### config.mk
export PLATFORM = sky130hd
export DESIGN_NAME = spi_mem_slave
export DESIGN_NICKNAME = d
export VERILOG_FILES = /design/src/rtl/spi_mem_slave.sv
export SDC_FILE = /design/constraint.sdc
export NUM_CORES = 1
export LEC_CHECK = 0
export ABC_CLOCK_PERIOD_IN_PS = 5200
export BUFFER_PORTS_ARGS = -buffer_cell sky130_fd_sc_hd__buf_4
export CAP_MARGIN = 20
export CORE_UTILIZATION = 60
export CTS_CLUSTER_DIAMETER = 120
export DETAILED_ROUTE_END_ITERATION = 8
export PLACE_DENSITY = 0.77
export SLEW_MARGIN = 0
export SYNTH_ARGS = -nofsm -noshare
export SYNTH_HDL_FRONTEND = slang
export SYNTH_SLANG_ARGS = --single-unit
### constraint.sdc
create_clock -name clk -period 5.2 [get_ports clk]
set_clock_uncertainty 0.05 [all_clocks]
set_input_delay 0.26 -clock clk [delete_from_list [all_inputs] [get_ports clk]]
set_output_delay 0.26 -clock clk [all_outputs]
set_load 0.01 [all_outputs]
### src/rtl/spi_mem_slave.sv
// SPI mode-0 slave scratch memory, fully synchronous to clk. The SPI pins are oversampled,
// edge-detected, and then drive a command/data FSM over a small register-file memory.
module spi_mem_slave #(
  parameter int ADDR_W      = 4,
  parameter int DATA_W      = 8,
  parameter int SYNC_STAGES = 2
) (
  input  logic              clk,
  input  logic              rst,
  input  logic              sclk,
  input  logic              cs,
  input  logic              mosi,
  output logic              miso,
  output logic              miso_oe,
  output logic              wr_strobe,
  output logic              rd_strobe,
  output logic [ADDR_W-1:0] cur_addr,
  output logic              busy,
  input  logic [ADDR_W-1:0] dbg_addr,
  output logic [DATA_W-1:0] dbg_data
);

  localparam int DEPTH = 2 ** ADDR_W;
  localparam int CNT_W = $clog2(DATA_W);

  typedef enum logic [1:0] {
    ST_IDLE,
    ST_CMD,
    ST_WDATA,
    ST_RDATA
  } state_t;

  logic [SYNC_STAGES-1:0] r_sclk_sync;
  logic [SYNC_STAGES-1:0] r_mosi_sync;
  logic [SYNC_STAGES-1:0] r_cs_sync;
  logic                   r_sclk_prev;
  logic                   r_cs_prev;

  state_t                 r_state;
  logic [ADDR_W-1:0]      r_cur_addr;
  logic [CNT_W-1:0]       r_bit_cnt;
  logic [DATA_W-2:0]      r_shift_in;
  logic [DATA_W-2:0]      r_shift_out;
  logic                   r_load_pending;
  logic                   r_miso;
  logic                   r_miso_oe;
  logic                   r_wr_strobe;
  logic                   r_rd_strobe;
  logic [DATA_W-1:0]      r_mem [DEPTH];

  logic                   w_sclk_s;
  logic                   w_mosi_s;
  logic                   w_cs_s;
  logic                   w_rise;
  logic                   w_fall;
  logic                   w_cs_fall;
  logic                   w_cs_rise;
  logic                   w_byte_done;
  logic [DATA_W-1:0]      w_byte;
  logic [DATA_W-1:0]      w_rd_word;
  logic                   w_wr_en;

  // cs synchroniser flops reset to 1 so that a reset never looks like a select.
  always_ff @(posedge clk) begin
    if (rst) begin
      r_sclk_sync <= '0;
      r_mosi_sync <= '0;
      r_cs_sync   <= '1;
      r_sclk_prev <= 1'b0;
      r_cs_prev   <= 1'b1;
    end else begin
      r_sclk_sync <= {r_sclk_sync[SYNC_STAGES-2:0], sclk};
      r_mosi_sync <= {r_mosi_sync[SYNC_STAGES-2:0], mosi};
      r_cs_sync   <= {r_cs_sync[SYNC_STAGES-2:0], cs};
      r_sclk_prev <= w_sclk_s;
      r_cs_prev   <= w_cs_s;
    end
  end

  assign w_sclk_s    = r_sclk_sync[SYNC_STAGES-1];
  assign w_mosi_s    = r_mosi_sync[SYNC_STAGES-1];
  assign w_cs_s      = r_cs_sync[SYNC_STAGES-1];
  assign w_rise      = w_sclk_s & ~r_sclk_prev;
  assign w_fall      = ~w_sclk_s & r_sclk_prev;
  assign w_cs_fall   = ~w_cs_s & r_cs_prev;
  assign w_cs_rise   = w_cs_s & ~r_cs_prev;
  assign w_byte      = {r_shift_in, w_mosi_s};
  assign w_byte_done = w_rise & ~w_cs_s & (r_bit_cnt == CNT_W'(DATA_W - 1));
  assign w_wr_en     = (r_state == ST_WDATA) & w_byte_done;
  assign w_rd_word   = r_mem[r_cur_addr];

  // NOTE: memory clears on reset, so it must stay in flops; a RAM macro cannot do this.
  always_ff @(posedge clk) begin
    if (rst) begin
      for (int i = 0; i < DEPTH; i++) r_mem[i] <= '0;
    end else if (w_wr_en) begin
      r_mem[r_cur_addr] <= w_byte;
    end
  end

  // NOTE: all state uses <= so every branch reads pre-edge values; the cs-rise block
  // at the end deliberately overrides the state set inside the case.
  always_ff @(posedge clk) begin
    if (rst) begin
      r_state        <= ST_IDLE;
      r_cur_addr     <= '0;
      r_bit_cnt      <= '0;
      r_shift_in     <= '0;
      r_shift_out    <= '0;
      r_load_pending <= 1'b0;
      r_miso         <= 1'b0;
      r_miso_oe      <= 1'b0;
      r_wr_strobe    <= 1'b0;
      r_rd_strobe    <= 1'b0;
    end else begin
      r_wr_strobe <= 1'b0;
      r_rd_strobe <= 1'b0;

      if (w_rise && !w_cs_s) begin
        r_bit_cnt  <= r_bit_cnt + CNT_W'(1);
        r_shift_in <= w_byte[DATA_W-2:0];
      end

      case (r_state)
        ST_IDLE: begin
          if (w_cs_fall) begin
            r_state   <= ST_CMD;
            r_bit_cnt <= '0;
            r_miso_oe <= 1'b1;
          end
        end
        ST_CMD: begin
          if (w_byte_done) begin
            r_cur_addr <= w_byte[ADDR_W-1:0];
            if (w_byte[DATA_W-1]) begin
              r_state <= ST_WDATA;
            end else begin
              r_state        <= ST_RDATA;
              r_load_pending <= 1'b1;
            end
          end
        end
        ST_WDATA: begin
          if (w_byte_done) begin
            r_wr_strobe <= 1'b1;
            r_cur_addr  <= r_cur_addr + ADDR_W'(1);
          end
        end
        ST_RDATA: begin
          if (w_byte_done) begin
            r_cur_addr     <= r_cur_addr + ADDR_W'(1);
            r_load_pending <= 1'b1;
          end
          // miso only moves on a falling edge, so it is settled for the master's next rise.
          if (w_fall) begin
            if (r_load_pending) begin
              r_shift_out    <= w_rd_word[DATA_W-2:0];
              r_miso         <= w_rd_word[DATA_W-1];
              r_rd_strobe    <= 1'b1;
              r_load_pending <= 1'b0;
            end else begin
              r_shift_out <= {r_shift_out[DATA_W-3:0], 1'b0};
              r_miso      <= r_shift_out[DATA_W-2];
            end
          end
        end
        default: r_state <= ST_IDLE;
      endcase

      if (w_cs_rise) begin
        r_state        <= ST_IDLE;
        r_miso         <= 1'b0;
        r_miso_oe      <= 1'b0;
        r_load_pending <= 1'b0;
      end
    end
  end

  assign miso      = r_miso;
  assign miso_oe   = r_miso_oe;
  assign wr_strobe = r_wr_strobe;
  assign rd_strobe = r_rd_strobe;
  assign cur_addr  = r_cur_addr;
  assign busy      = (r_state != ST_IDLE);
  assign dbg_data  = r_mem[dbg_addr];

endmodule

# Word level (Yosys, flattened, before mapping)
# Memory sizes are Yosys's and may differ from the RTL's. A register that Yosys moved wholly into a read port is not among the register bits.
# Cells that the tools add are included.
# word_totals
output_inout_bits	17
mem_bits_rw	128
register_bits	36
memories	1
elab_cells	87
inputBits	9
# mem_list
name	words	width	read_ports	rd_ports_with_merged_regs	wr	line	text
r_mem	16	8	2	1	16	49	logic [DATA_W-1:0] r_mem [DEPTH];
# op_classes
muxes	30
n_eq_ne	8
add_sub_neg	2
n_bitwise	14
n_reduce_logical	17
# ops
cell	count
$mux 4	5
$mux 1	15
$mux 3	3
$reduce_and 3->1	3
$mux 8	1
$pmux 4 s2	1
$reduce_bool 2->1	4
$reduce_or 8->1	1
$and 1x1->1	7
$mux 7	1
$not 1->1	7
$ne 2x2->1 const B	3
$reduce_or 2->1	3
$add 4x1->4 const B	1
$eq 2x2->1 const B	2
$mux 2	2
$pmux 2 s2	1
$reduce_and 2->1	2
$add 3x1->3 const B	1
$eq 3x3->1 const B	1
$reduce_or 3->1	1
$eq 2x1->1 const B	1
$logic_not 2->1	1
$ne 2x1->1 const B	1
other kinds (3)	3

# Logic depth before layout (Yosys ltp)
# Gate-level depths: netlist of run 1.
# depth
word_depth	10
mapped_depth	8

# Least setup slack after synthesis of run 1
# Ideal clock, no wire load.
# synth_path
path_kind	register to register
start	register r_bit_cnt[0]
end	memory r_mem[1][0] (enable)
setup_slack_ns	3.112
setup_ns	0.310
arrival_time_ns	1.728
required_ns	4.840
stages_incl_launch_ff	8
path_cell_list	dfxtp_1 > ha_1 > ha_1 > nor4bb_1 > buf_2 > nand3_1 > nor3_1 > or2_2
# synth_rtl
element	line	text
from (decl)	41	logic [CNT_W-1:0] r_bit_cnt;
from (signal assigned)	120	r_bit_cnt <= r_bit_cnt + CNT_W'(1);
to (decl)	49	

==> results of run 1 <==
[cells by family after synthesis]
logic type | synth area share [%]
adders and majority gates | 0.8827
xor gates and xnor gates | 0.1030
muxes | 21.41
DFF | 54.61
and+or+nand+nor | 16.68
AOI/OAI and AO/OA | 3.354
buffers and inverters | 2.957
[state kept, by name (all words and copies together) (netlist names), 2 cells and up, named ones only]
signal       count
r_mem          128
r_shift_in       7
r_shift_out      7
cur_addr         4
r_bit_cnt        3
r_cs_sync        2
r_mosi_sync      2
r_sclk_sync      2
r_state          2
[per-layer routing]
layer	track usage (%)	wire [um]
met5	0	0
met1	39.55	8010
met3	6.062	1470
met2	47.89	9997
met4	14.43	750
[cell usage in the layout, fill, tap and decap left out, types with 4 or more instances in the layout]
cell type,synthesis,routed
a21oi_1,11,11
nor2b_1,12,12
nand2b_1,4,4
a311oi_1,4,4
nor2_1,39,39
inv_1,5,7
nand3_1,9,9
and2_1,130,130
edfxtp_1,128,128
clkbuf_16,0,20
mux2_2,6,6
nand2_1,10,10
mux2i_1,36,36
mux4_2,56,56
mux4_1,5,5
ha_1,6,6
buf_4,4,30
a32oi_1,5,5
dfxtp_1,40,39
a22oi_1,4,4
or2_2,21,21
[what timing repair did]
item                                   CTS  global route
endpoints found under the hold margin    3             0
hold buffers                             3             0
setup endpoints to repair                0             0
[stage by stage]
stage	instances	area, sq um
floorplan	612	8504
detailed placement	776	8728
CTS	811	9359
global route	811	9359
global placement	776	8728
finish	811	9359
[final timing paths]
| path | from | endpoint | cells past startpoint |
|---|---|---|---|
| setup / recovery | flop | r_shift_out[5] | 5 |
| hold / removal | rst | r_shift_in[2] | 2 |
| setup reg to reg | flop | r_shift_out[5] | 5 |
| hold reg to reg | r_cs_sync[0] | r_cs_sync[1] | 1 |
[final cells by class]
class                      instances  area [sq um]
sequential                       168          4646
fill                             953          4468
multi-input combinational        393          3613
clock buffer                      23         541.8
timing repair buffer              33         255.2
tap                              180         225.2
clock inverter                     9         58.81
inverter                           5         18.77
[power by group through the flow]
stage          Clock [W]  Sequential (W)  Combinational, W
3_3_place_gp           0         0.00153          0.000158
2_1_floorplan          0         0.00152          0.000111
3_5_place_dp           0         0.00153          0.000160
5_1_grt          0.00131         0.00150          0.000171
4_1_cts          0.00125         0.00150          0.000163
6_report         0.00125         0.00150          0.000162
[worst reg2reg max path, stage by stage (launching register included)]
cell and delay, ns:
dfxtp_1 0.96, buf_4 0.37, mux4_1 0.57, mux2_2 0.27
a221oi_1 0.33, nor4_1 0.10
==> flow_metrics.env, run 1 <==
export IMPL_ios=26
export IMPL_dr_pass1_iters=5
export IMPL_critPathMaxFanout=15
export IMPL_status="finished clean"
export IMPL_yosysMostFrequentCell="and2_1"
export IMPL_syn_area_sq_um=8504
export IMPL_syn_inst=612
export IMPL_grt_max_degree=48
export IMPL_syn_nets=627
export IMPL_num_antenna_cells=0
export IMPL_powerDensity_nw_per_um2=310.9
export IMPL_die_area_sq_um=14650
export IMPL_synth_edf_count=128
export IMPL_end_kind="flop"
export IMPL_crit_family="flip-flops"
export IMPL_place_hpwl_um=13870
export IMPL_rsz0062_at_grt="no"
export IMPL_tightest_slew_ns=0.9660
export IMPL_max_freq_ghz=0.3605
export IMPL_area_delta_synth_final_pct=10.05
export IMPL_std_cell_rows=43
export IMPL_worst_setup_path_start_kind="flop"
export IMPL_start_util_pct=61.51
export IMPL_drv_slew=0
export IMPL_synth_top_area_share_pct=45.20
export IMPL_hp_class="in -> reg"
export IMPL_post_cts_setup_buffers=0
export IMPL_htreeDepth=4
export IMPL_clk_path_buf_depth=2
export IMPL_grt_pass1_wl_um=30880
export IMPL_final_util_pct=67.69
export IMPL_place_gp_congestion=0.8839
export IMPL_cts_sinks=168
export IMPL_grt_pass1_vias=5183
export IMPL_reg2reg_slack_ns=2.43
export IMPL_vias=5228
export IMPL_yosys_top_cells_area="edfxtp_1, mux4_2, and2_1, dfxtp_1, mux2i_1"
export IMPL_ys_types=43
export IMPL_cpPeakStageDelay_ns=0.96
export IMPL_antenna_found_initial=0
export IMPL_synth_main_ff_cell="edfxtp_1"
export IMPL_period_share_pct=53.35
export IMPL_clk_pin_slew_worst_paths_ns=0.06
export IMPL_dp_slack_ns=2.457
export IMPL_synth_common_cells="and2_1, edfxtp_1, mux4_2"
export IMPL_cts_resized=0
export IMPL_syn_area_per_cell_sq_um=13.90
export IMPL_ys_seq_area_share_pct=54.61
export IMPL_numCtsBuffers=17
export IMPL_maxCapViolCount=0
export IMPL_routed_wl_um=20230
export IMPL_core_sq_um=13830
export IMPL_p_total_w=0.002909
export IMPL_holdWs_ns=0.2332
export IMPL_globalRouteOverflowTotal=0
export IMPL_period_needed_ns=2.774
export IMPL_cp_slowest_cell="dfxtp_1"
export IMPL_power_frac_comb_pct=5.6
export IMPL_critPathArrivalTime_ns=3.02
export IMPL_cp_required_ns=5.45
export IMPL_drt_iter0_markers=533
export IMPL_yosys_warnings=0
export IMPL_synth_seq_cells=168
export IMPL_vdd_drop_max_uv=244.3
export IMPL_netSwitchingPower_w=0.0006197
export IMPL_wl_per_cell_um=24.94
export IMPL_setup_viol=0
export IMPL_layout_drive_gt1_share_pct=23.77
export IMPL_drcViolationCount=0
export IMPL_via_per_inst=6.446
export IMPL_die_w_um=121.1
export IMPL_crit_chain="buf_4 -> mux4_1 -> mux2_2 -> a221oi_1 -> nor4_1"
export IMPL_seqPwrFrac_pct=51.6
export IMPL_clkPwrFrac_pct=42.9
export IMPL_hold_viol=0
export IMPL_gr_usage_all_layers_pct=29.99
export IMPL_cp_buffers_inverters=1
export IMPL_async_reset_ff_share_pct=0
export IMPL_power_internal_w=0.002290
export IMPL_fp_dieH_um=121.1
export IMPL_finalSetupTns_ns=0
export IMPL_slew_headroom_pct=35.51
export IMPL_cts_root_buf="clkbuf_16"
export IMPL_swShare_pct=21.30
export IMPL_setup_ws_ns=2.426
export IMPL_nets=633
export IMPL_insertion_delay_ns=0.43
export IMPL_crit_type="reg -> reg"
export IMPL_power_leakage_nw=3.305
export IMPL_cts_tree="built"
export IMPL_yosys_area_top_type="edfxtp_1"
export IMPL_portBuffers=25
export IMPL_final_antenna_net_count=0
No activity file was read; power rests on OpenSTA's default activity.
==> inputs of run 2 (changes only) <==
Settings changed: ABC_CLOCK_PERIOD_IN_PS 5200 to 2300, CORE_UTILIZATION 60 to 56, PLACE_DENSITY 0.77 to 0.76.
Clock period 5.2 ns to 2.3 ns, I/O delays scaled along.
==> flow_metrics.env, run 2 (synthesized netlist as in run 1, its figures left out) <==
export IMPL_final_antenna_net_count=0
export IMPL_final_common_cell="and2_1"
export IMPL_insertion_delay_ns=0.43
export IMPL_core_sq_um=14700
export IMPL_reg2reg_slack_ns=0.13
export IMPL_r2r_end="r_mem[12][2]"
export IMPL_drt_iter0_markers=573
export IMPL_powerDensity_nw_per_um2=675.5
export IMPL_regMostFlops="r_mem"
export IMPL_worstHoldStart="r_cs_sync[0]"
export IMPL_vias=5449
export IMPL_reg_top3="r_mem x128, r_shift_in x7, r_shift_out x7"
export IMPL_regArea_sq_um=4646
export IMPL_area_delta_synth_final_pct=14.14
export IMPL_slew_headroom_pct=42.56
export IMPL_clk_path_buf_depth=2
export IMPL_hp_class="reg -> reg"
export IMPL_critPathArrivalTime_ns=2.07
export IMPL_rsz0062_at_grt="no"
export IMPL_cts_root_buf="clkbuf_16"
export IMPL_ios=26
export IMPL_largest_reg_flops=128
export IMPL_crit_type="reg -> out"
export IMPL_final_util_pct=66.04
export IMPL_portBuffers=25
export IMPL_power_leakage_nw=3.498
export IMPL_drv_slew=0
export IMPL_fillers=1019
export IMPL_end_kind="output pin"
export IMPL_reg2reg_depth=7
export IMPL_cts_sinks=168
export IMPL_routed_wl_um=20880
export IMPL_cp_buffers_inverters=1
export IMPL_via_per_inst=6.396
export IMPL_maxCapViolCount=0
export IMPL_place_gp_congestion=0.9773
export IMPL_finalSetupTns_ns=0
export IMPL_crit_chain="mux4_2 -> mux4_2 -> buf_4"
export IMPL_status="finished clean"
export IMPL_drcViolationCount=0
export IMPL_vdd_drop_max_uv=503.6
export IMPL_layout_drive_gt1_share_pct=28.89
export IMPL_gr_usage_all_layers_pct=28.37
export IMPL_die_w_um=125.2
export IMPL_period_needed_ns=2.235
export IMPL_clk_pin_slew_worst_paths_ns=0.06
export IMPL_start_util_pct=57.86
export IMPL_grt_max_degree=47
export IMPL_multiInputGateArea_sq_um=3652
export IMPL_std_cell_rows=44
export IMPL_antenna_found_initial=1
export IMPL_cts_tree="built"
export IMPL_cp_depth=3
export IMPL_worst_setup_path_start_kind="flop"
export IMPL_fp_dieH_um=125.2
export IMPL_grt_pass1_wl_um=31800
export IMPL_period_share_pct=97.15
export IMPL_nets=670
export IMPL_numCtsBuffers=17
export IMPL_grt_pass1_vias=5322
export IMPL_htreeDepth=4
export IMPL_tightest_slew_ns=0.8605
export IMPL_die_area_sq_um=15680
export IMPL_globalRouteOverflowTotal=0
export IMPL_post_cts_setup_buffers=0
export IMPL_cp_slowest_cell="mux4_2"
export IMPL_cpMostUsedCell="mux4_2"
export IMPL_dr_pass1_iters=7
export IMPL_crit_family="multiplexers"
export IMPL_num_antenna_cells=0
export IMPL_final_cell_mix="and2_1, edfxtp_1, buf_4"
export IMPL_critPathMaxFanout=2
export IMPL_cpPeakStageDelay_ns=0.57
export IMPL_whs_path_depth=1
export IMPL_setup_viol=0
export IMPL_place_hpwl_um=15220
export IMPL_min_to="r_cs_sync[1]"
export IMPL_max_freq_ghz=0.4475
export IMPL_r2r_start="r_bit_cnt[0]"
export IMPL_wl_per_cell_um=24.50
export IMPL_hold_viol=0
export IMPL_cp_required_ns=2.13
[run 2: stage by stage]
step	worst slack [ns]	power, W	std cells	cell area [sq um]	hold WS, ns
final	0.06548	0.006557	852	9707	0.3584
after CTS	0.06187	0.006585	852	9668	0.3445
after floorplan	0.2119	0.003678	612	8504	0.1688
after global routing	0.006318	0.006729	852	9707	0.3493
after detailed placement	0.1032	0.003829	816	9041	0.2518
after global placement	0.1349	0.003815	816	9041	0.2522
[run 2: report_power, final]
part	internal, W	switching [W]	total [W]
registers	0.00334	0.0000565	0.00340
logic	0.000192	0.000188	0.000380
clock network	0.00159	0.00120	0.00278
[run 2: metal layers]
metal  vias up  GRT usage [%]  routed length, um
met2       276          44.69               9940
met4         2          12.77                799
met3        47          6.547               1866
met5         -              0                 13
met1      2742          37.87               8256
li1       2382              -                  -
[run 2: final cells by class]
class	count	share of cell area, %
Timing Repair Buffer	70	5.904
Inverter	5	0.1933
Sequential cell	168	47.86
Multi-Input combinational cell	393	37.63
Tap cell	184	2.372
Clock inverter	11	0.8507
Clock buffer	21	5.195
[run 2: how the worst max path moves through the flow]
stage,slack (ns),start,to
3_5_place_dp,0.10,r_bit_cnt[0],r_mem[3][3]
4_1_cts,0.06,r_mem[11][3],dbg_data[3]
2_1_floorplan,0.21,r_bit_cnt[0],r_mem[1][0]
6_report,0.07,r_mem[11][6],dbg_data[6]
3_3_place_gp,0.13,r_bit_cnt[0],r_mem[3][6]
5_1_grt,0.006,r_bit_cnt[0],r_mem[12][2]
[run 2: timing repair]
item | 4_1_cts | 5_1_grt
hold buffers | 4 | 0
setup endpoints to repair | 0 | 167
hold endpoints to repair | 4 | 0
gates resized for setup | 0 | 10
==> inputs of run 3 (changes only) <==
Settings changed: ABC_CLOCK_PERIOD_IN_PS 2300 to 2900, CORE_UTILIZATION 56 to 60, MAX_ROUTING_LAYER set to met4, PLACE_DENSITY 0.76 to 0.77.
Clock period 2.3 ns to 2.9 ns, I/O delays scaled along.
==> flow_metrics.env, run 3 (synthesized netlist as in run 1, its figures left out) <==
export IMPL_status="finished clean"
export IMPL_core_sq_um=13830
export IMPL_htreeDepth=4
export IMPL_insertion_delay_ns=0.43
export IMPL_routed_wl_um=20640
export IMPL_worst_setup_path_start_kind="flop"
export IMPL_multiInputGateArea_sq_um=3613
export IMPL_cts_sinks=168
export IMPL_globalRouteOverflowTotal=0
export IMPL_vdd_drop_max_uv=436.2
export IMPL_power_frac_comb_pct=5.6
export IMPL_clk_path_buf_depth=2
export IMPL_grt_pass1_wl_um=31720
export IMPL_cp_slowest_cell="dfxtp_1"
export IMPL_slew_headroom_pct=34.61
export IMPL_largest_reg_flops=128
export IMPL_cp_buffers_inverters=0
export IMPL_cts_root_buf="clkbuf_16"
export IMPL_ios=26
export IMPL_finalSetupTns_ns=0
export IMPL_end_kind="flop"
export IMPL_area_delta_synth_final_pct=11.67
export IMPL_clkPwrFrac_pct=42.6
export IMPL_grt_max_degree=48
export IMPL_num_antenna_cells=0
export IMPL_place_hpwl_um=14440
export IMPL_power_internal_w=0.004060
export IMPL_grt_pass1_vias=5310
export IMPL_final_cell_mix="and2_1, edfxtp_1, mux4_2"
export IMPL_layout_drive_gt1_share_pct=25.96
export IMPL_die_area_sq_um=14650
export IMPL_hold_viol=0
export IMPL_holdWs_ns=0.1159
export IMPL_rsz0062_at_grt="no"
export IMPL_cts_tree="built"
export IMPL_regArea_sq_um=4646
export IMPL_maxCapViolCount=0
export IMPL_tightest_slew_ns=0.9765
export IMPL_crit_family="flip-flops"
export IMPL_wl_per_cell_um=24.84
export IMPL_critPathArrivalTime_ns=2.62
export IMPL_std_cell_rows=43
export IMPL_drv_slew=0
export IMPL_swShare_pct=21.97
export IMPL_max_freq_ghz=0.4182
export IMPL_powerDensity_nw_per_um2=547.9
export IMPL_final_util_pct=68.68
export IMPL_antenna_found_initial=0
export IMPL_start_util_pct=61.51
export IMPL_critPathMaxFanout=14
export IMPL_final_common_cell="and2_1"
export IMPL_vias=5456
export IMPL_hp_class="in -> reg"
export IMPL_fillers=929
export IMPL_drt_iter0_markers=861
export IMPL_die_w_um=121.1
export IMPL_place_gp_congestion=0.9649
export IMPL_final_antenna_net_count=0
export IMPL_seqPwrFrac_pct=51.8
export IMPL_regMostFlops="r_mem"
export IMPL_cts_resized=0
export IMPL_crit_chain="nor2b_1 -> a22oi_1 -> a32oi_1 -> a311oi_1"
export IMPL_period_share_pct=82.45
export IMPL_gr_usage_all_layers_pct=31.35
export IMPL_netSwitchingPower_w=0.001143
export IMPL_drcViolationCount=0
export IMPL_worstHoldStart="rst"
export IMPL_fp_dieH_um=121.1
export IMPL_via_per_inst=6.566
export IMPL_numCtsBuffers=17
export IMPL_clk_pin_slew_worst_paths_ns=0.06
export IMPL_portBuffers=25
export IMPL_power_leakage_nw=3.379
export IMPL_period_needed_ns=2.391
export IMPL_post_cts_setup_buffers=0
export IMPL_reg_top3="r_mem x128, r_shift_in x7, r_shift_out x7"
export IMPL_dr_pass1_iters=5
export IMPL_cpPeakStageDelay_ns=0.79
export IMPL_crit_type="reg -> reg"
export IMPL_nets=653
export IMPL_cp_required_ns=3.13
export IMPL_setup_viol=0
==> run 3: through the flow <==
step	instance area [sq um]	total power (W)	std cells	setup slack, ns
2_1_floorplan	8504	0.002917	612	0.8119
3_5_place_dp	8891	0.003031	796	0.5585
3_3_place_gp	8891	0.003020	796	0.6360
5_1_grt	9497	0.005339	831	0.3388
4_1_cts	9497	0.005215	831	0.5521
6_report	9497	0.005203	831	0.5089
==> run 3: layout make-up <==
type,count,share of cell area (%)
clock inverters,15,1.581
repair buffers,53,4.401
well taps,180,2.372
multi-input cells,393,38.05
inverters,5,0.1976
flip-flops and latches,168,48.92
clock buffers,17,4.480
==> run 3: power by group through the flow <==
| stage | combinational (W) | sequential [W] | clock [W] |
|---|---|---|---|
| 2_1_floorplan | 0.000199 | 0.00272 | 0 |
| 3_3_place_gp | 0.000284 | 0.00274 | 0 |
| 3_5_place_dp | 0.000288 | 0.00274 | 0 |
| 4_1_cts | 0.000292 | 0.00269 | 0.00223 |
| 5_1_grt | 0.000307 | 0.00270 | 0.00233 |
| 6_report | 0.000292 | 0.00269 | 0.00222 |
==> run 3: final timing paths <==
kind,slack [ns],cells past startpoint,to
worst max-delay path,0.51,4,r_shift_out[2]
worst min-delay path,0.12,2,r_shift_in[0]
worst max register to register,0.51,4,r_shift_out[2]
worst min register to register,0.36,1,r_cs_sync[1]
==> run 3: what timing repair did <==
| action | 4_1_cts | 5_1_grt |
|---|---|---|
| hold buffers | 3 | 0 |
| endpoints found under the setup margin | 0 | 0 |
| endpoints found under the hold margin | 3 | 0 |
==> run 3: routing by layer <==
metal  share of wire, %  GRT usage (%)  vias up
met5                  0              -        -
met4                2.7          12.11        0
met3                8.1          6.015       46
met2                 50          49.61      287
met1                 39          40.43     2772
li1                   -              -     2351
